`config.mk`:
```
export PLATFORM = sky130hd
export DESIGN_NAME = hazard_ctrl
export DESIGN_NICKNAME = d
export VERILOG_FILES = /design/src/rtl/hazard_ctrl.sv
export SDC_FILE = /design/constraint.sdc
export NUM_CORES = 1
export LEC_CHECK = 0
export BUFFER_PORTS_ARGS = -buffer_cell sky130_fd_sc_hd__clkbuf_2
export CAP_MARGIN = 20
export CORE_MARGIN = 2
export CORE_UTILIZATION = 38
export DETAILED_ROUTE_END_ITERATION = 8
export PLACE_DENSITY_LB_ADDON = 0.12
export REMOVE_ABC_BUFFERS = 1
export SLEW_MARGIN = 20
export SYNTH_ARGS = -nofsm -noshare
export SYNTH_HDL_FRONTEND = slang
export SYNTH_SLANG_ARGS = --single-unit
```
`constraint.sdc`:
```
create_clock -name vclk -period 3
set_input_delay 0.15 -clock vclk [all_inputs]
set_output_delay 0.15 -clock vclk [all_outputs]
set_load 0.03 [all_outputs]
```
`src/rtl/hazard_ctrl.sv`:
```
`default_nettype none
// ============================================================================
// Module   : hazard_ctrl
// Brief    : Forwarding, load-use, branch-flush and memory-wait controller for
//            the five-stage pipeline. Optional saturating stall/flush counters
//            are built when HAZARD_PERF_CNT_EN is defined.
// Revision : 1.0 - initial release
// ============================================================================
module hazard_ctrl #(
    parameter int REG_AW  = 5,
    parameter int MEM_LAT = 1,
    parameter int CNT_W   = 32
) (
    input  logic              clk,
    input  logic              rst,
    input  logic [REG_AW-1:0] Rs1D,
    input  logic [REG_AW-1:0] Rs2D,
    input  logic [REG_AW-1:0] Rs1E,
    input  logic [REG_AW-1:0] Rs2E,
    input  logic [REG_AW-1:0] RdE,
    input  logic [REG_AW-1:0] RdM,
    input  logic [REG_AW-1:0] RdW,
    input  logic [1:0]        ResultSrcE,
    input  logic              RegWriteM,
    input  logic              RegWriteW,
    input  logic              MemReqM,
    input  logic              PCSrcE,
    output logic              StallF,
    output logic              StallD,
    output logic              StallE,
    output logic              StallM,
    output logic              FlushD,
    output logic              FlushE,
    output logic              FlushW,
    output logic [1:0]        ForwardAE,
    output logic [1:0]        ForwardBE,
    output logic [CNT_W-1:0]  stall_cycles,
    output logic [CNT_W-1:0]  flush_cycles
);

    localparam int c_WCNT_W = (MEM_LAT > 1) ? $clog2(MEM_LAT) : 1;
    localparam logic [c_WCNT_W-1:0] c_WCNT_LAST = c_WCNT_W'(MEM_LAT - 1);
    localparam logic [1:0] c_FWD_RF  = 2'b00;
    localparam logic [1:0] c_FWD_WB  = 2'b01;
    localparam logic [1:0] c_FWD_MEM = 2'b10;
    localparam logic [1:0] c_RES_LOAD = 2'b01;

    typedef enum logic [0:0] {
        IDLE = 1'b0,
        WAIT = 1'b1
    } state_t;

    logic w_lwStall;
    logic w_memStall;

    function automatic logic [1:0] fwdSel(
        input logic [REG_AW-1:0] rs,
        input logic [REG_AW-1:0] rdM,
        input logic [REG_AW-1:0] rdW,
        input logic              wrM,
        input logic              wrW
    );
        logic [1:0] sel;
        sel = c_FWD_RF;
        if (wrM && (rdM == rs) && (rs != '0)) begin
            sel = c_FWD_MEM;
        end else if (wrW && (rdW == rs) && (rs != '0)) begin
            sel = c_FWD_WB;
        end
        return sel;
    endfunction

    assign w_lwStall = (ResultSrcE == c_RES_LOAD) && (RdE != '0) &&
                       ((Rs1D == RdE) || (Rs2D == RdE));

    generate
        if (MEM_LAT > 1) begin : g_memWait
            state_t              r_state;
            state_t              w_stateNext;
            logic [c_WCNT_W-1:0] r_wcnt;
            logic [c_WCNT_W-1:0] w_wcntNext;

            // The op is released in the cycle its count reaches the last slot.
            assign w_memStall = MemReqM && !((r_state == WAIT) && (r_wcnt == c_WCNT_LAST));

            always_comb begin
                w_stateNext = r_state;
                w_wcntNext  = r_wcnt;
                case (r_state)
                    IDLE: begin
                        if (MemReqM) begin
                            w_stateNext = WAIT;
                            w_wcntNext  = c_WCNT_W'(1);
                        end
                    end
                    WAIT: begin
                        if (!MemReqM || (r_wcnt == c_WCNT_LAST)) begin
                            w_stateNext = IDLE;
                            w_wcntNext  = '0;
                        end else begin
                            w_wcntNext  = r_wcnt + c_WCNT_W'(1);
                        end
                    end
                    default: begin
                        w_stateNext = IDLE;
                        w_wcntNext  = '0;
                    end
                endcase
            end

            always_ff @(posedge clk) begin
                if (rst) begin
                    r_state <= IDLE;
                    r_wcnt  <= '0;
                end else begin
                    r_state <= w_stateNext;
                    r_wcnt  <= w_wcntNext;
                end
            end
        end else begin : g_noMemWait
            logic w_unusedNoWait;
            assign w_memStall     = 1'b0;
            assign w_unusedNoWait = ^{clk, MemReqM};
        end
    endgenerate

    always_comb begin
        StallF    = 1'b0;
        StallD    = 1'b0;
        StallE    = 1'b0;
        StallM    = 1'b0;
        FlushD    = 1'b0;
        FlushE    = 1'b0;
        FlushW    = 1'b0;
        ForwardAE = fwdSel(Rs1E, RdM, RdW, RegWriteM, RegWriteW);
        ForwardBE = fwdSel(Rs2E, RdM, RdW, RegWriteM, RegWriteW);
        if (rst) begin
            FlushD    = 1'b1;
            FlushE    = 1'b1;
            FlushW    = 1'b1;
            ForwardAE = c_FWD_RF;
            ForwardBE = c_FWD_RF;
        end else if (w_memStall) begin
            // E is frozen, so load-use and branch are re-evaluated after release.
            StallF = 1'b1;
            StallD = 1'b1;
            StallE = 1'b1;
            StallM = 1'b1;
            FlushW = 1'b1;
        end else begin
            StallF = w_lwStall;
            StallD = w_lwStall;
            FlushD = PCSrcE;
            FlushE = w_lwStall | PCSrcE;
        end
    end

`ifdef HAZARD_PERF_CNT_EN
    logic [CNT_W-1:0] r_stallCycles;
    logic [CNT_W-1:0] r_flushCycles;

    always_ff @(posedge clk) begin
        if (rst) begin
            r_stallCycles <= '0;
            r_flushCycles <= '0;
        end else begin
            if ((w_lwStall || w_memStall) && (r_stallCycles != '1)) begin
                r_stallCycles <= r_stallCycles + CNT_W'(1);
            end
            if (PCSrcE && !w_memStall && (r_flushCycles != '1)) begin
                r_flushCycles <= r_flushCycles + CNT_W'(1);
            end
        end
    end

    assign stall_cycles = r_stallCycles;
    assign flush_cycles = r_flushCycles;
`else
    assign stall_cycles = '0;
    assign flush_cycles = '0;
`endif

endmodule
`default_nettype wire

```
==> impl_metrics.tcl <==
set metrics [dict create \
    fin_crit_sh_pct 54.5 \
    route.detailed.drc 0 \
    nClkBuffers 0 \
    register_area_sq_um 0 \
    crit_path_cell_trace "clkbuf_2, or4_4, nor2_4, nor4_2, nor4_2, clkbuf_2" \
    maxCapViolations 0 \
    hpwl_um 1650 \
    core_sq_um 2480 \
    diodes 0 \
    track_usage_pct 8.72 \
    n_fill_cell 272 \
    syn_inst 127 \
    hp-class "in2out" \
    worst_ep_arrival_time_ps 1490 \
    nFlopsAndLatches 0 \
    row_count 18 \
    cts_resized 0 \
    synth_most_common_cell "buf_4" \
    slowest_delay_ps 550 \
    critPathTopFamily "simple AND/OR/NAND/NOR gates" \
    status "complete, no violations" \
    worst_ep_required_time_ps 2850 \
    setup_viol 0 \
    die_w_um 54.9 \
    finalCriticalPeriod_ps 1640 \
    fmax_mhz 611 \
    peakVddDrop_v 0.000142 \
    io_buffer_count 50 \
    worstSetupEndpointType "primary output" \
    criticalPathCategory "in2out" \
    place_inst 204 \
    dieHeight_um 54.9 \
    drt_iter0_markers 2 \
    dr.pass1.iters 3 \
    grt_pass1_vias 515 \
    worstPathMaxFanout 3 \
    place.gp.congestion 0.745 \
    wl_per_cell_um 8.40 \
    power_density_nw_per_um2 206 \
    final_nets 219 \
    cts_hold_buf 0 \
    vias_per_cell 3.69 \
    synth_common_cells "68 x buf_4, 16 x xnor2_1, 14 x xor2_1" \
    ys_top_cells_by_area "buf_4 52%, xnor2_1 14%, xor2_1 12%, nor4_2 5.1%, nand4_1 2.5%" \
    cp_slowest_cell "or4_4" \
    drv_slew 0 \
    grt_max_degree 7 \
    avgSynthCellArea_sq_um 7.76 \
    fp.dieArea_sq_um 3020 \
    routed_wirelength_um 1710 \
    stdcell_count 204 \
    cp.depth 6 \
    syn_to_final_growth_pct 2.16 \
    setup.worst_path.end "ForwardBE[0]" \
    power_leakage_uw 0.000555 \
    grt_setup_unrepaired "no" \
    io_pins 118 \
    grt_pass1_wl_um 2000 \
    start_util_pct 39.8 \
    gr-total-overflow 0 \
    synth_top_area_cell "buf_4" \
    vias 753 \
    critical_path_buf_inv_count 2 \
    startpoint "Rs2E[1]" \
    syn_area_sq_um 986 \
    synth_warnings 0 \
    yosysUniqueCellTypes 17 \
    antenna_left 0 \
    antenna_found_initial 0 \
    postCtsSetupRepairBufs 0 \
    synth_top_area_share_pct 51.8 \
    final-hold-violation-count 0 \
    layout-drive-gt1-share_pct 33.9 \
    tns_ps 0 \
    seq_area_frac_synth_pct 0 \
    cp-start-kind "input pin" \
]
-- metrics by stage --
stage / util [%] / cell area, sq um / setup WS, ps / power [uW] / hold WS (ps)
after floorplan: - / 719 / 984 / 155 / 300
after global placement: 40.7 / 1010 / 1320 / 205 / 628
after detailed placement: 40.7 / 1010 / 1330 / 206 / 628
after CTS: 40.7 / 1010 / 1330 / 207 / 629
after global routing: 40.7 / 1010 / 1240 / 224 / 646
final: 40.7 / 1010 / 1360 / 207 / 621
-- power by group --
part           total [uW]  internal [uW]  leakage, uW  switching [uW]
Combinational         207           49.1     0.000555             158
Clock                   0              0            0               0
Sequential              0              0            0               0
Total                 207           49.1     0.000555             158
-- layer usage --
metal | share of wire, % | track usage [%] | up-vias
li1 | - | - | 373
met1 | 34 | 10.0 | 315
met2 | 49 | 17.7 | 65
met3 | 17 | 1.34 | 0
met4 | 0 | 0 | 0
met5 | 0 | 0 | -
-- cell families (layout without fill, tap and decap cells) --
logic type                Yosys count  after routing  synth area share [%]
buffers and inverters              68             50                  51.8
xor gates and xnor gates           30             30                  26.6
and+or+nand+nor                    25             25                  19.2
AOI/OAI and AO/OA                   3              3                  2.03
other                               1             66                 0.380
-- cell type report --
type                            instances  area, sq um  area share (%)
Multi-Input combinational cell        124          719            71.4
Timing Repair Buffer                   50          250            24.8
Tap cell                               30         37.5            3.73
-- cells in the final DEF, fill, tap and decap left out, types with 2 or more instances in the layout --
cell / Yosys / final
nor2_4: 2 / 2
xor2_1: 14 / 14
nor4_2: 4 / 4
nor2_1: 2 / 2
conb_1: 1 / 66
nand4_1: 4 / 4
nand2_1: 2 / 2
nor2b_1: 4 / 4
clkbuf_2: 0 / 50
or4_4: 2 / 2
nor3_1: 3 / 3
xnor2_1: 16 / 16
-- worst min-delay path by stage --
stage,cells after the start,slack [ps],start,to
floorplan,0,300,rst,FlushW
global placement,2,630,rst,FlushW
detailed placement,2,630,rst,FlushW
CTS,2,630,rst,FlushW
global route,2,650,rst,FlushW
finish,2,620,rst,FlushW
No activity file was read; power rests on OpenSTA's default activity.
